[config.mk]
export PLATFORM = sky130hd
export DESIGN_NAME = reset_boot_ctrl
export DESIGN_NICKNAME = d
export VERILOG_FILES = /design/src/rtl/didactic_rst_pkg.sv /design/src/rtl/rst_sync.sv /design/src/rtl/reset_boot_ctrl.sv
export SDC_FILE = /design/constraint.sdc
export NUM_CORES = 1
export LEC_CHECK = 0
export CAP_MARGIN = 20
export CORE_UTILIZATION = 54
export CTS_CLUSTER_SIZE = 28
export DETAILED_ROUTE_END_ITERATION = 10
export HOLD_SLACK_MARGIN = 0.02
export PLACE_DENSITY_LB_ADDON = 0.12
export SLEW_MARGIN = 20
export SYNTH_ARGS = -nofsm -noshare
export SYNTH_HDL_FRONTEND = slang
export SYNTH_SLANG_ARGS = --single-unit
[constraint.sdc]
create_clock -name clk_in -period 0.95 [get_ports clk_in]
set_input_delay 0.19 -clock clk_in [delete_from_list [all_inputs] [get_ports clk_in]]
set_output_delay 0.19 -clock clk_in [all_outputs]
set_load 0.02 [all_outputs]
[src/rtl/didactic_rst_pkg.sv]
// Shared types and constants for the reset/boot sequencer.
// The optional fetch-wait watchdog is enabled with RESET_BOOT_CTRL_TIMEOUT_EN.
package didactic_rst_pkg;

   localparam int SS_COUNT_DEF       = 4;
   localparam int STAGE_DELAY_DEF    = 8;
   localparam int SYNC_STAGES_DEF    = 2;
   localparam int TIMEOUT_CYCLES_DEF = 1024;

   // Wide enough for any STAGE_DELAY up to 255
   localparam int CNT_W = 8;

   typedef enum logic [2:0] {
      ST_IDLE       = 3'd0,
      ST_SYS_REL    = 3'd1,
      ST_SS_REL     = 3'd2,
      ST_CORE_REL   = 3'd3,
      ST_WAIT_FETCH = 3'd4,
      ST_RUN        = 3'd5
   } boot_state_t;

   function automatic int idx_width(input int n);
      return (n > 1) ? $clog2(n) : 1;
   endfunction

endpackage

[src/rtl/rst_sync.sv]
// Reset synchronizer: asserts asynchronously, releases after SYNC_STAGES clock edges.
module rst_sync
   import didactic_rst_pkg::*;
#(
   parameter int SYNC_STAGES = SYNC_STAGES_DEF
) (
   input  logic clk_in,
   input  logic i_rst_n,
   output logic o_rst_n
);

   logic [SYNC_STAGES-1:0] r_sync;

   // Shift ones in after release; any low on i_rst_n clears the chain at once
   always_ff @(posedge clk_in or negedge i_rst_n) begin
      if (!i_rst_n) begin
         r_sync <= '0;
      end else begin
         r_sync <= {r_sync[SYNC_STAGES-2:0], 1'b1};
      end
   end

   assign o_rst_n = r_sync[SYNC_STAGES-1];

endmodule

[src/rtl/reset_boot_ctrl.sv]
// Staged reset release (system, subsystems, core) followed by fetch gating.
// Define RESET_BOOT_CTRL_TIMEOUT_EN to build the sticky fetch-wait timeout.
module reset_boot_ctrl
   import didactic_rst_pkg::*;
#(
   parameter int SS_COUNT       = SS_COUNT_DEF,
   parameter int STAGE_DELAY    = STAGE_DELAY_DEF,
   parameter int SYNC_STAGES    = SYNC_STAGES_DEF,
   parameter int TIMEOUT_CYCLES = TIMEOUT_CYCLES_DEF
) (
   input  logic                clk_in,
   input  logic                reset,
   input  logic                boot_sel,
   input  logic                fetch_en,
   input  logic                sw_rst_req,
   output logic                sys_rst_n,
   output logic [SS_COUNT-1:0] ss_rst_n,
   output logic                core_rst_n,
   output logic                boot_sel_q,
   output logic                core_fetch_en,
   output logic                boot_done,
   output logic                boot_timeout
);

   localparam int               IDX_W    = idx_width(SS_COUNT);
   localparam logic [CNT_W-1:0] CNT_LAST = CNT_W'(STAGE_DELAY - 1);
   localparam logic [IDX_W-1:0] IDX_LAST = IDX_W'(SS_COUNT - 1);

   logic                w_rst_n;
   logic [1:0]          r_boot_sync;
   logic [1:0]          r_fetch_sync;
   logic                w_boot_sel_s;
   logic                w_fetch_en_s;
   logic                w_stage_done;
   logic                w_soft_rst;
   boot_state_t         r_state;
   logic [CNT_W-1:0]    r_cnt;
   logic [IDX_W-1:0]    r_idx;
   logic                r_sys_rst_n;
   logic [SS_COUNT-1:0] r_ss_rst_n;
   logic                r_core_rst_n;
   logic                r_boot_sel_q;
   logic                r_core_fetch_en;
   logic                r_boot_done;

   rst_sync #(.SYNC_STAGES(SYNC_STAGES)) u_rst_sync (
      .clk_in  (clk_in),
      .i_rst_n (reset),
      .o_rst_n (w_rst_n)
   );

   // Two-flop synchronizers for the asynchronous boot pins
   always_ff @(posedge clk_in or negedge w_rst_n) begin
      if (!w_rst_n) begin
         r_boot_sync  <= 2'b00;
         r_fetch_sync <= 2'b00;
      end else begin
         r_boot_sync  <= {r_boot_sync[0], boot_sel};
         r_fetch_sync <= {r_fetch_sync[0], fetch_en};
      end
   end

   assign w_boot_sel_s = r_boot_sync[1];
   assign w_fetch_en_s = r_fetch_sync[1];
   assign w_stage_done = (r_cnt == CNT_LAST);
   // Soft reset only acts once the core has been released
   assign w_soft_rst   = sw_rst_req && ((r_state == ST_WAIT_FETCH) || (r_state == ST_RUN));

   // Release sequencer; every output is a register updated here
   always_ff @(posedge clk_in or negedge w_rst_n) begin
      if (!w_rst_n) begin
         r_state         <= ST_IDLE;
         r_cnt           <= '0;
         r_idx           <= '0;
         r_sys_rst_n     <= 1'b0;
         r_ss_rst_n      <= '0;
         r_core_rst_n    <= 1'b0;
         r_boot_sel_q    <= 1'b0;
         r_core_fetch_en <= 1'b0;
         r_boot_done     <= 1'b0;
      end else if (w_soft_rst) begin
         r_ss_rst_n      <= '0;
         r_core_rst_n    <= 1'b0;
         r_core_fetch_en <= 1'b0;
         r_boot_done     <= 1'b0;
         r_cnt           <= '0;
         r_idx           <= '0;
         r_state         <= ST_SS_REL;
      end else begin
         case (r_state)
            ST_IDLE: begin
               r_cnt   <= '0;
               r_state <= ST_SYS_REL;
            end
            ST_SYS_REL: begin
               if (w_stage_done) begin
                  r_sys_rst_n <= 1'b1;
                  r_cnt       <= '0;
                  r_idx       <= '0;
                  r_state     <= ST_SS_REL;
               end else begin
                  r_cnt <= r_cnt + CNT_W'(1);
               end
            end
            ST_SS_REL: begin
               if (w_stage_done) begin
                  r_ss_rst_n[r_idx] <= 1'b1;
                  r_cnt             <= '0;
                  if (r_idx == IDX_LAST) begin
                     r_boot_sel_q <= w_boot_sel_s;
                     r_state      <= ST_CORE_REL;
                  end else begin
                     r_idx <= r_idx + IDX_W'(1);
                  end
               end else begin
                  r_cnt <= r_cnt + CNT_W'(1);
               end
            end
            ST_CORE_REL: begin
               if (w_stage_done) begin
                  r_core_rst_n <= 1'b1;
                  r_cnt        <= '0;
                  r_state      <= ST_WAIT_FETCH;
               end else begin
                  r_cnt <= r_cnt + CNT_W'(1);
               end
            end
            ST_WAIT_FETCH: begin
               if (w_fetch_en_s) begin
                  r_core_fetch_en <= 1'b1;
                  r_boot_done     <= 1'b1;
                  r_state         <= ST_RUN;
               end else begin
                  r_state <= ST_WAIT_FETCH;
               end
            end
            ST_RUN: begin
               r_state <= ST_RUN;
            end
            default: begin
               r_state <= ST_IDLE;
            end
         endcase
      end
   end

`ifdef RESET_BOOT_CTRL_TIMEOUT_EN
   localparam int              TO_W    = $clog2(TIMEOUT_CYCLES + 1);
   localparam logic [TO_W-1:0] TO_LAST = TO_W'(TIMEOUT_CYCLES);

   logic [TO_W-1:0] r_to_cnt;
   logic            r_boot_timeout;

   // Fetch-wait watchdog; count saturates and the flag stays set until reset
   always_ff @(posedge clk_in or negedge w_rst_n) begin
      if (!w_rst_n) begin
         r_to_cnt       <= '0;
         r_boot_timeout <= 1'b0;
      end else if ((r_state != ST_WAIT_FETCH) || w_soft_rst || w_fetch_en_s) begin
         r_to_cnt <= '0;
      end else if (r_to_cnt == TO_LAST) begin
         r_boot_timeout <= 1'b1;
      end else begin
         r_to_cnt <= r_to_cnt + TO_W'(1);
      end
   end

   assign boot_timeout = r_boot_timeout;
`else
   logic w_unused_timeout;
   assign w_unused_timeout = (TIMEOUT_CYCLES == 32'sd0);
   assign boot_timeout     = 1'b0;
`endif

   assign sys_rst_n     = r_sys_rst_n;
   assign ss_rst_n      = r_ss_rst_n;
   assign core_rst_n    = r_core_rst_n;
   assign boot_sel_q    = r_boot_sel_q;
   assign core_fetch_en = r_core_fetch_en;
   assign boot_done     = r_boot_done;

endmodule

# Yosys cells after proc, flatten, opt, wreduce, memory -nomap -nowiden
# Index checks and enable logic that the tools add are counted.
dict set report totals {
  ff_bits 27
  latch_bits 0
  mem_bits_rw 0
  mem_bits_ro 0
  input_bits 5
  out_inout_bits 10
  word_cells 74
  n_memories 0
}
dict set report op_classes {
  addsub 2
  n_mul 0
  div 0
  magnitude_cmp 2
  n_eq_ne 12
  shifts 0
  n_mux 26
  bitwise_logic 2
  n_reduce_logical 19
}
# operator count
set op_table {}
lappend op_table {{$pmux W3 S6} 1}
lappend op_table {{$mux W8} 2}
lappend op_table {{$pmux W8 S2} 1}
lappend op_table {{$mux W3} 5}
lappend op_table {{$ne A3 B3 Y1 const B} 5}
lappend op_table {{$mux W4} 3}
lappend op_table {{$reduce_and A4 Y1} 3}
lappend op_table {{$reduce_bool A2 Y1} 5}
lappend op_table {{$add A8 B1 Y8 const B} 1}
lappend op_table {{$eq A8 B3 Y1 const B} 1}
lappend op_table {{$mux W1} 8}
lappend op_table {{$mux W2} 4}
lappend op_table {{$eq A3 B2 Y1 const B} 2}
lappend op_table {{$eq A3 B3 Y1 const B} 2}
lappend op_table {{$reduce_and A2 Y1} 3}
lappend op_table {{$reduce_bool A3 Y1} 2}
lappend op_table {{$or A4 B4 Y4} 1}
lappend op_table {{$pmux W2 S2} 1}
lappend op_table {{$eq A3 B1 Y1 const B} 1}
lappend op_table {{$logic_not A3 Y1} 1}
lappend op_table {{$lt A2 B3 Y1 const B} 1}
lappend op_table {{$reduce_and A3 Y1} 1}
lappend op_table {{$reduce_or A3 Y1} 1}
lappend op_table {{$add A2 B1 Y2 const B} 1}
lappend op_table {{6 further kinds} 7}

# Depth between registers and ports, before layout
# Gate-level depths: netlist (run 1).
dict set report depth {
  ltp_word 8
  depth_mapped 6
  ltp_nobuf 5
}

# Cells and area by module
# Synthesis (run 1) repeated with hierarchy kept, for this count alone.
dict set report unflattened {
  hier_cells 120
  area_unflattened_um2 1285.0
}
# module instances cells_each area_each_um2 seq_area_each_um2
set modules_own_cells {}
lappend modules_own_cells {reset_boot_ctrl 1 117 1231.2 625.6}
lappend modules_own_cells {rst_sync 1 3 53.8 50.0}

# Least setup slack after synthesis (run 1)
# Ideal clock, no wire load.
dict set report synth_timing {
  path_type {register -> register}
  from {register r_cnt[0]}
  to {register r_idx[0]}
  setup_time_ns 0.128
  arrival_time_ns 1.530
  setup_slack_ns -0.707
  stages_incl_launch_ff 6
  path_buffers 0
  cell_sequence {dfrtp_1 -> ha_1 -> and4bb_4 -> and2_2 -> o22ai_2 -> mux2_1}
}
dict set report synth_between {
  elab_chain_cells 3
  elab_cells_between_ends 4
  classes_between {eq/ne: 3; reduce/logical: 1}
}
# item line
set synth_lines {}
lappend synth_lines {{from (decl)} reset_boot_ctrl.sv:37} ;# logic [CNT_W-1:0] r_cnt;
lappend synth_lines {{from (signal assigned)} reset_boot_ctrl.sv:102} ;# r_cnt <= r_cnt + CNT_W'(1);
lappend synth_lines {{from (signal assigned)} reset_boot_ctrl.sv:116} ;# r_cnt <= r_cnt + CNT_W'(1);
lappend synth_lines {{from (signal assigned)} reset_boot_ctrl.sv:125} ;# r_cnt <= r_cnt + CNT_W'(1);
lappend synth_lines {{$eq A8 B3 Y1 (*)} reset_boot_ctrl.sv:65} ;# assign w_stage_done = (r_cnt == CNT_LAST);
lappend synth_lines {{$ne A3 B3 Y1 (no source line)} --}
lappend synth_lines {{$reduce_and A4 Y1 (no source line) (*)} --}
lappend synth_lines {{to (signal assigned)} reset_boot_ctrl.sv:113} ;# r_idx <= r_idx + IDX_W'(1);
lappend synth_lines {{to (decl)} reset_boot_ctrl.sv:38} ;# logic [IDX_W-1:0] r_idx;
# Every way passes the cells marked *; elsewhere a longest branch is shown, timed or not.
# A chain may end at the register's enable or synchronous reset.

# Worst setup path in the final report (run 1)
dict set report layout_timing {
  from {register r_cnt[0]}
  to {register r_state[0]}
}
dict set report layout_between {
  elab_chain_cells 3
  elab_cells_between_ends 5
  classes_between {eq/ne: 4; reduce/logical: 1}
}
# item line
set layout_lines {}
lappend layout_lines {{$eq A8 B3 Y1 (*)} reset_boot_ctrl.sv:65}
lappend layout_lines {{$ne A3 B3 Y1 (no source line)} --}
lappend layout_lines {{$reduce_and A4 Y1 (no source line) (*)} --}
lappend layout_lines {{to (signal assigned)} reset_boot_ctrl.sv:72} ;# r_state <= ST_IDLE;
lappend layout_lines {{to (signal assigned)} reset_boot_ctrl.sv:88} ;# r_state <= ST_SS_REL;
lappend layout_lines {{to (signal assigned)} reset_boot_ctrl.sv:93} ;# r_state <= ST_SYS_REL;
lappend layout_lines {{to (decl)} reset_boot_ctrl.sv:36} ;# boot_state_t r_state;
# Marks and branches as above.

==> results of run 1 <==
cell usage in the layout, fill, tap and decap left out, drive strengths merged, types with 2 or more instances in the layout:
cell           instances
dfrtp                 27
nand3                  5
mux2i                  2
nor2                  18
inv                    7
mux2                   3
a31oi                  5
nor3                   3
o21ai                  3
nand2                  8
and4                   3
o22ai                  2
and3                   2
ha                     5
a21oi                  7
buf                   67
conb                   2
clkbuf                 3
a22o                   2
clkdlybuf4s50          4
per-stage QoR:
stage	hold WS, ps	setup WS (ps)	instance area [sq um]
floorplan	-106	-618	1370
global placement	231	-660	1800
detailed placement	242	-733	1800
CTS	249	-641	2000
global route	246	-813	2140
finish	241	-762	2140
critical path, cell delays in order (launching register included):
cell      delay, ps
dfrtp_1         450
ha_2            220
and4bb_4        230
a211oi_4        270
buf_6           160
buf_4           130
nor2_1           60
o22ai_1         120
power breakdown:
group	leakage (nW)	total (mW)	internal [mW]	switching (mW)
Combinational	0.672	0.0608	0.0231	0.0378
Sequential	0.295	1.17	1.16	0.00500
Clock	0.0183	0.570	0.173	0.397
Total	0.985	1.80	1.36	0.440
sequential cells by signal (all words and copies together), names as in the netlist:
register           flops
r_fetch_sync           2
r_cnt                  8
sys_rst_n              1
u_rst_sync.r_sync      2
r_state                3
boot_sel_q             1
ss_rst_n               4
boot_done              1
r_idx                  2
r_boot_sync            2
core_rst_n             1
metal layers:
layer	vias up	routed length (microns)	part of all wire	GRT usage
li1	571	-	-	-
met3	61	577	0.10	0.0731
met4	0	469	0.085	0.216
met2	137	2580	0.47	0.550
met1	692	1920	0.35	0.354
met5	-	0	0	0
repair_timing:
action,4_1_cts,5_1_grt
endpoints found under the hold margin,2,0
cloned,0,0
hold buffers,1,0
endpoints found under the setup margin,30,30
pin swaps,13,8
gates resized for setup,73,27
setup buffers,12,8
logic make-up (layout without fill, tap and decap cells):
logic type,Yosys count,count (layout),share of synthesized area
AOI/OAI and AO/OA,27,27,0.151
and+or+nand+nor,45,45,0.186
DFF,27,27,0.508
adders and majority gates,5,5,0.0470
muxes,5,5,0.0433
other,2,2,0.00565
buffers and inverters,14,82,0.0583
final cells by class:
cell class / count / area share
Inverter: 6 / 0.0117
Sequential cell: 27 / 0.316
Clock inverter: 1 / 0.00409
Multi-Input combinational cell: 84 / 0.337
Timing Repair Buffer: 72 / 0.304
Tap cell: 28 / 0.0163
Clock buffer: 3 / 0.0105
path summary, 6_finish.rpt:
kind | start | slack (ps) | cells after the start | endpoint
max | r_cnt[0]$_DFFE_PN0P_ | -760 | 7 | r_state[0]$_DFFE_PN0P_
min | u_rst_sync.r_sync[1]$_DFF_PN0_ | 240 | 1 | r_cnt[2]$_DFFE_PN0P_
max reg2reg | r_cnt[0]$_DFFE_PN0P_ | -760 | 7 | r_state[0]$_DFFE_PN0P_
min reg2reg | u_rst_sync.r_sync[1]$_DFF_PN0_ | 240 | 1 | r_cnt[2]$_DFFE_PN0P_
max in group asynchronous | reset | 260 | 2 | u_rst_sync.r_sync[0]$_DFF_PN0_
min in group clk_in | boot_sel | 260 | 1 | r_boot_sync[0]$_DFF_PN0_
==> results by group, run 1 <==
Outcome
  • Status: finished, violations left
  • Failing checks: negative setup slack

Critical path
  • Kind of critical path: flop to flop
  • Crit start category: flop
  • Crit path capture type: flop
  • CP max FO: 4
  • Crit path arrival time: 1990 ps
  • Worst endpoint required time: 1230 ps

Logic synthesis
  • Synth Warn #: 0
  • Count leader, synth: dfrtp_1
  • Syn avg cell area: 10.6 sq um
  • Top_reg_cell synth: dfrtp_1
  • Synthesized area: 1330 sq um
  • Number of synthesized flops with an enable pin: 0
  • Synth unique cells: 44
  • Post-synth top cells: dfrtp_1, nor2_1, nand2_1, a21oi_1, inv_1
  • Post-Syn Instances: 125
  • Synth area leaders: dfrtp_1, nor2_1, ha_1
  • Share of flip-flops with an asynchronous set or reset: 1.00
  • FF+latch count, synth: 27
  • Post-synth top area share: 0.508
  • Syn_nets: roughly 140
  • Sequential area share after synthesis: 0.508
  • Area leader, netlist: dfrtp_1

Power and ir drop
  • Cell Pwr Density: 839 nW/um^2
  • Tot Pwr: 1.80 mW
  • Max VDD drop: 1.12 mV
  • Lkg Pwr: just under 1 nW

Placed design
  • IO buf count: 13
  • GPL Wtd Cong: around 0.84
  • Placed cell count: approximately 200
  • HPWL reported at the end of detailed placement: 2.29 mm

Floorplan
  • Die span in x: 51.6 microns
  • Initial Util: 0.584
  • Core area: 2280 sq um
  • Die area: 2670 sq um
  • Chip height: a little over 50 microns
  • IO Pins: 15
  • Cell Rows: 17

Layout
  • Area of the multi-input gates: between 700 and 800 sq um
  • Layout Nets: 204
  • Reg area: 678 sq um
  • Share of cells above drive strength 1: 0.580
  • Fillers: 66
  • N_diodes: 0
  • Final core utilization: 0.942
  • Area grow syn2layout: 61.1%
  • Fin cells: 221

STA
  • Setup ws final: -762 ps
  • Clock skew: 1.47 ps
  • FMAX: approximately 0.6 GHz
  • Final slew viol count: 0
  • Hold Vio Cnt, Final: 0
  • Number of setup violations in the final report: 30
  • Fin crit share: 1.80
  • Period minus WS final: 1710 ps
  • Setup TNS: -14,940 ps
  • Unrepaired setup endpoints after global routing: true

Global routing
  • First-pass GRT wire length: 6.05 mm
  • Largest net degree at the start of global routing: 26
  • Vias in the first global route: 1,295
  • Gr usage total: 0.322
  • Initial antenna violation count: 0
  • Total congestion overflow: 0

CTS
  • CTS clk-pin slew, worst paths: ~160 ps
  • Cts bufs inserted: 3
  • Worst-skew pair later-pin latency: 340 ps
  • CTS tree: done
  • Clock Sinks: 27
  • Clk buf depth: 2
  • Root Buffer: clkbuf_4
  • H-tree depth: 1

Route
  • DR iter-0 viols: 80
  • Detail Route Antenna Nets: 0
  • TritonRoute pass-1 iters: 4
  • Vias per cell: 6.61
  • DRC: 0
  • Final wirelength: 5.55 mm
  • Wire per inst: ~25 microns
  • Via count: 1,461

Flow run
  • Number of max-cap violations: 0

Hold path
  • Worst min path class: flop to async pin
(Power assumes the default switching activity.)
==> inputs of run 2 (changes only) <==
Settings changed: CORE_UTILIZATION 54 to 60, DONT_BUFFER_PORTS set to 1, TNS_END_PERCENT set to 100.
==> run 2 against run 1 <==
  * The run still ends with negative setup slack left
  * Critical path depth stayed put
  * Global-route usage is 4.8 points higher
  * Non-clock buffer count is 24 lower
  * Die area is 9.6% lower
  * Via count is 12% lower
  * Flip-flop and latch count stayed put
  * Final area is 12% lower
==> results by group, run 2 (synthesis results as in run 1) <==
Outcome
  • Status: finished, violations left
  • Failing checks: negative setup slack

Route
  • Wire per inst: 23.7 microns (-5.4%)
  • Vias per cell: 6.56 (-0.83%)
  • DR iter-0 viols: 74 (-7.5%)
  • DRC: 0 (unchanged)
  • Detail Route Antenna Nets: 0 (unchanged)
  • Via count: 1,285 (-12%)
  • Final wirelength: 4.65 mm (-16%)
  • TritonRoute pass-1 iters: 6 (+2)

Global routing
  • First-pass GRT wire length: 6.44 mm (+6.5%)
  • Largest net degree at the start of global routing: 16 (-38%)
  • Total congestion overflow: 0 (unchanged)
  • Gr usage total: 0.370 (+0.0480)
  • Initial antenna violation count: 0 (unchanged)
  • Vias in the first global route: 1,305 (+0.77%)

Critical path
  • CP max FO: 5 (+1)
  • Kind of critical path: flop to flop
  • CP dominant cell by count: buf_6
  • Worst endpoint required time: 1220 ps (about the same)
  • Crit path arrival time: 1960 ps (-30 ps)
  • Critical Path Max Stage Delay: 430 ps (-20 ps)
  • Crit-path slowest cell: dfrtp_1
  • Crit path capture type: flop
  • Crit start category: flop
  • Critical path cell sequence: ha_2, and4bb_4, a211oi_4, buf_6, buf_6, nand2_2, a31oi_1

STA
  • Setup ws final: -735 ps (+26.9 ps)
  • Unrepaired setup endpoints after global routing: true
  • Period minus WS final: 1690 ps (-26.9 ps)
  • Number of setup violations in the final report: 30 (unchanged)
  • Hold Vio Cnt, Final: 0 (unchanged)
  • Final slew viol count: 0 (unchanged)
  • Hold WS: 33.2 ps (-208 ps)
  • Clock skew: 10.7 ps (+9.25 ps)
  • FMAX: 0.593 GHz (+1.6%)
  • Fin crit share: 1.77 (-0.0284)

Floorplan
  • Core area: 2020 sq um (-11%)
  • Die span in x: 49.1 microns (-4.9%)
  • Initial Util: 0.658 (+0.0734)
  • Chip height: 49.1 microns (-4.9%)
  • IO Pins: 15 (unchanged)
  • Cell Rows: 16 (-1)
  • Die area: 2410 sq um (-9.6%)

Layout
  • Most frequent cells in the layout: buf_4, dfrtp_1, nor2_1, buf_6, inv_1
  • Area grow syn2layout: 41.5%
  • Final core utilization: 0.931 (-0.0110)
  • N_diodes: 0 (unchanged)
  • Share of cells above drive strength 1: 0.503 (-0.0774)
  • Fillers: 61 (-7.6%)
  • Commonest non-fill, non-tap cell in the layout: buf_4
  • Top reg by flops: r_cnt
  • Number of flip-flops in the largest register: 8 (unchanged)
  • Layout Nets: 180 (-12%)

Placed design
  • GPL Wtd Cong: 0.842 (-0.30%)
  • IO buf count: 0 (-13)
  • Post-place setup slack: -658 ps (+75.4 ps)
  • HPWL reported at the end of detailed placement: 2.24 mm (-2.1%)

Hold path
  • Worst min path class: primary input to flop

CTS
  • CTS tree: done
  • CTS clk-pin slew, worst paths: 160 ps (about the same)
  • Root Buffer: clkbuf_4
  • Worst-skew pair later-pin latency: 350 ps (about the same)
  • Cts bufs inserted: 3 (unchanged)
  • H-tree depth: 1 (unchanged)
  • Clk buf depth: 2 (unchanged)
  • Clock Sinks: 27 (unchanged)

Power and ir drop
  • Comb pwr share: 0.028 (-0.006)
  • Lkg Pwr: 0.875 nW (-11%)
  • Sequential power share: 0.665 (+0.016)
  • Sw Ratio: 0.238 (-0.00652)
  • Sw Pwr: 0.418 mW (-4.9%)
  • Clock network power share: 0.307 (-0.010)
  • Internal power: 1.34 mW (-1.4%)
  • Cell Pwr Density: 934 nW/um^2 (+11%)
  • Max VDD drop: 0.959 mV (-15%)

Flow run
  • Number of max-cap violations: 0 (unchanged)
run 2: changes by cell type in the layout (fill, tap and decap cells not counted), sizes merged:
cell,before,now
buf,67,44
clkdlybuf4s50,4,0
clkinv,0,1
dlygate4sd3,1,4
inv,7,6
run 2: per-stage QoR:
stage	std cells	power, mW	instance area (sq um)	setup TNS, ps
finish	196	1.76	1880	-13150
global route	196	1.80	1880	-14300
CTS	194	1.73	1790	-11660
detailed placement	182	1.22	1640	-10420
global placement	182	1.22	1640	-9450
floorplan	125	1.21	1370	-8530
run 2: repair_timing:
action,4_1_cts,5_1_grt
cloned,1,0
setup endpoints to repair,30,30
gates resized for setup,19,16
setup buffers,6,4
hold buffers,4,0
hold endpoints to repair,5,0
pin swaps,13,10
run 2: critical path, delay by kind of cell, from the launching register on:
family / cells / cell delay [ps]
AO/OA/AOI/OAI: 2 / 450
adder cells (fa/ha/maj): 1 / 200
buffers and inverters: 2 / 260
flip-flops: 1 / 430
AND/OR/NAND/NOR: 2 / 280
run 2: power groups by stage:
stage / clock (mW) / combinational, mW / sequential (mW)
2_1_floorplan: 0 / 0.00799 / 1.20
3_3_place_gp: 0 / 0.0310 / 1.19
3_5_place_dp: 0 / 0.0321 / 1.19
4_1_cts: 0.517 / 0.0462 / 1.17
5_1_grt: 0.579 / 0.0544 / 1.17
6_report: 0.540 / 0.0491 / 1.17
run 2: worst paths after layout:
check / start / to / slack, ps / depth (start not counted)
worst max-delay path: r_cnt[1]$_DFFE_PN0P_ / r_cnt[5]$_DFFE_PN0P_ / -740 / 7
worst min-delay path: sw_rst_req / r_cnt[2]$_DFFE_PN0P_ / 30 / 3
worst max register to register: r_cnt[1]$_DFFE_PN0P_ / r_cnt[5]$_DFFE_PN0P_ / -740 / 7
worst min register to register: u_rst_sync.r_sync[1]$_DFF_PN0_ / core_rst_n$_DFFE_PN0P_ / 220 / 1
max in group asynchronous: u_rst_sync.r_sync[1]$_DFF_PN0_ / ss_rst_n[1]$_DFFE_PN0P_ / 540 / 1
min in group asynchronous: reset / u_rst_sync.r_sync[0]$_DFF_PN0_ / 60 / 1
run 2: final cells by class:
cell class              count  area (sq um)  share of cell area
clock buffers               3          22.5              0.0120
clock inverters             1          5.00             0.00266
inverters                   6          22.5              0.0120
repair buffers             48           418               0.222
well taps                  27          33.8              0.0180
flip-flops and latches     27           682               0.362
multi-input cells          84           698               0.371
run 2: metal layers:
layer,GRT usage,share of wire
met1,0.413,0.36
met2,0.678,0.49
met3,0.0405,0.079
met4,0.201,0.064
met5,0,0
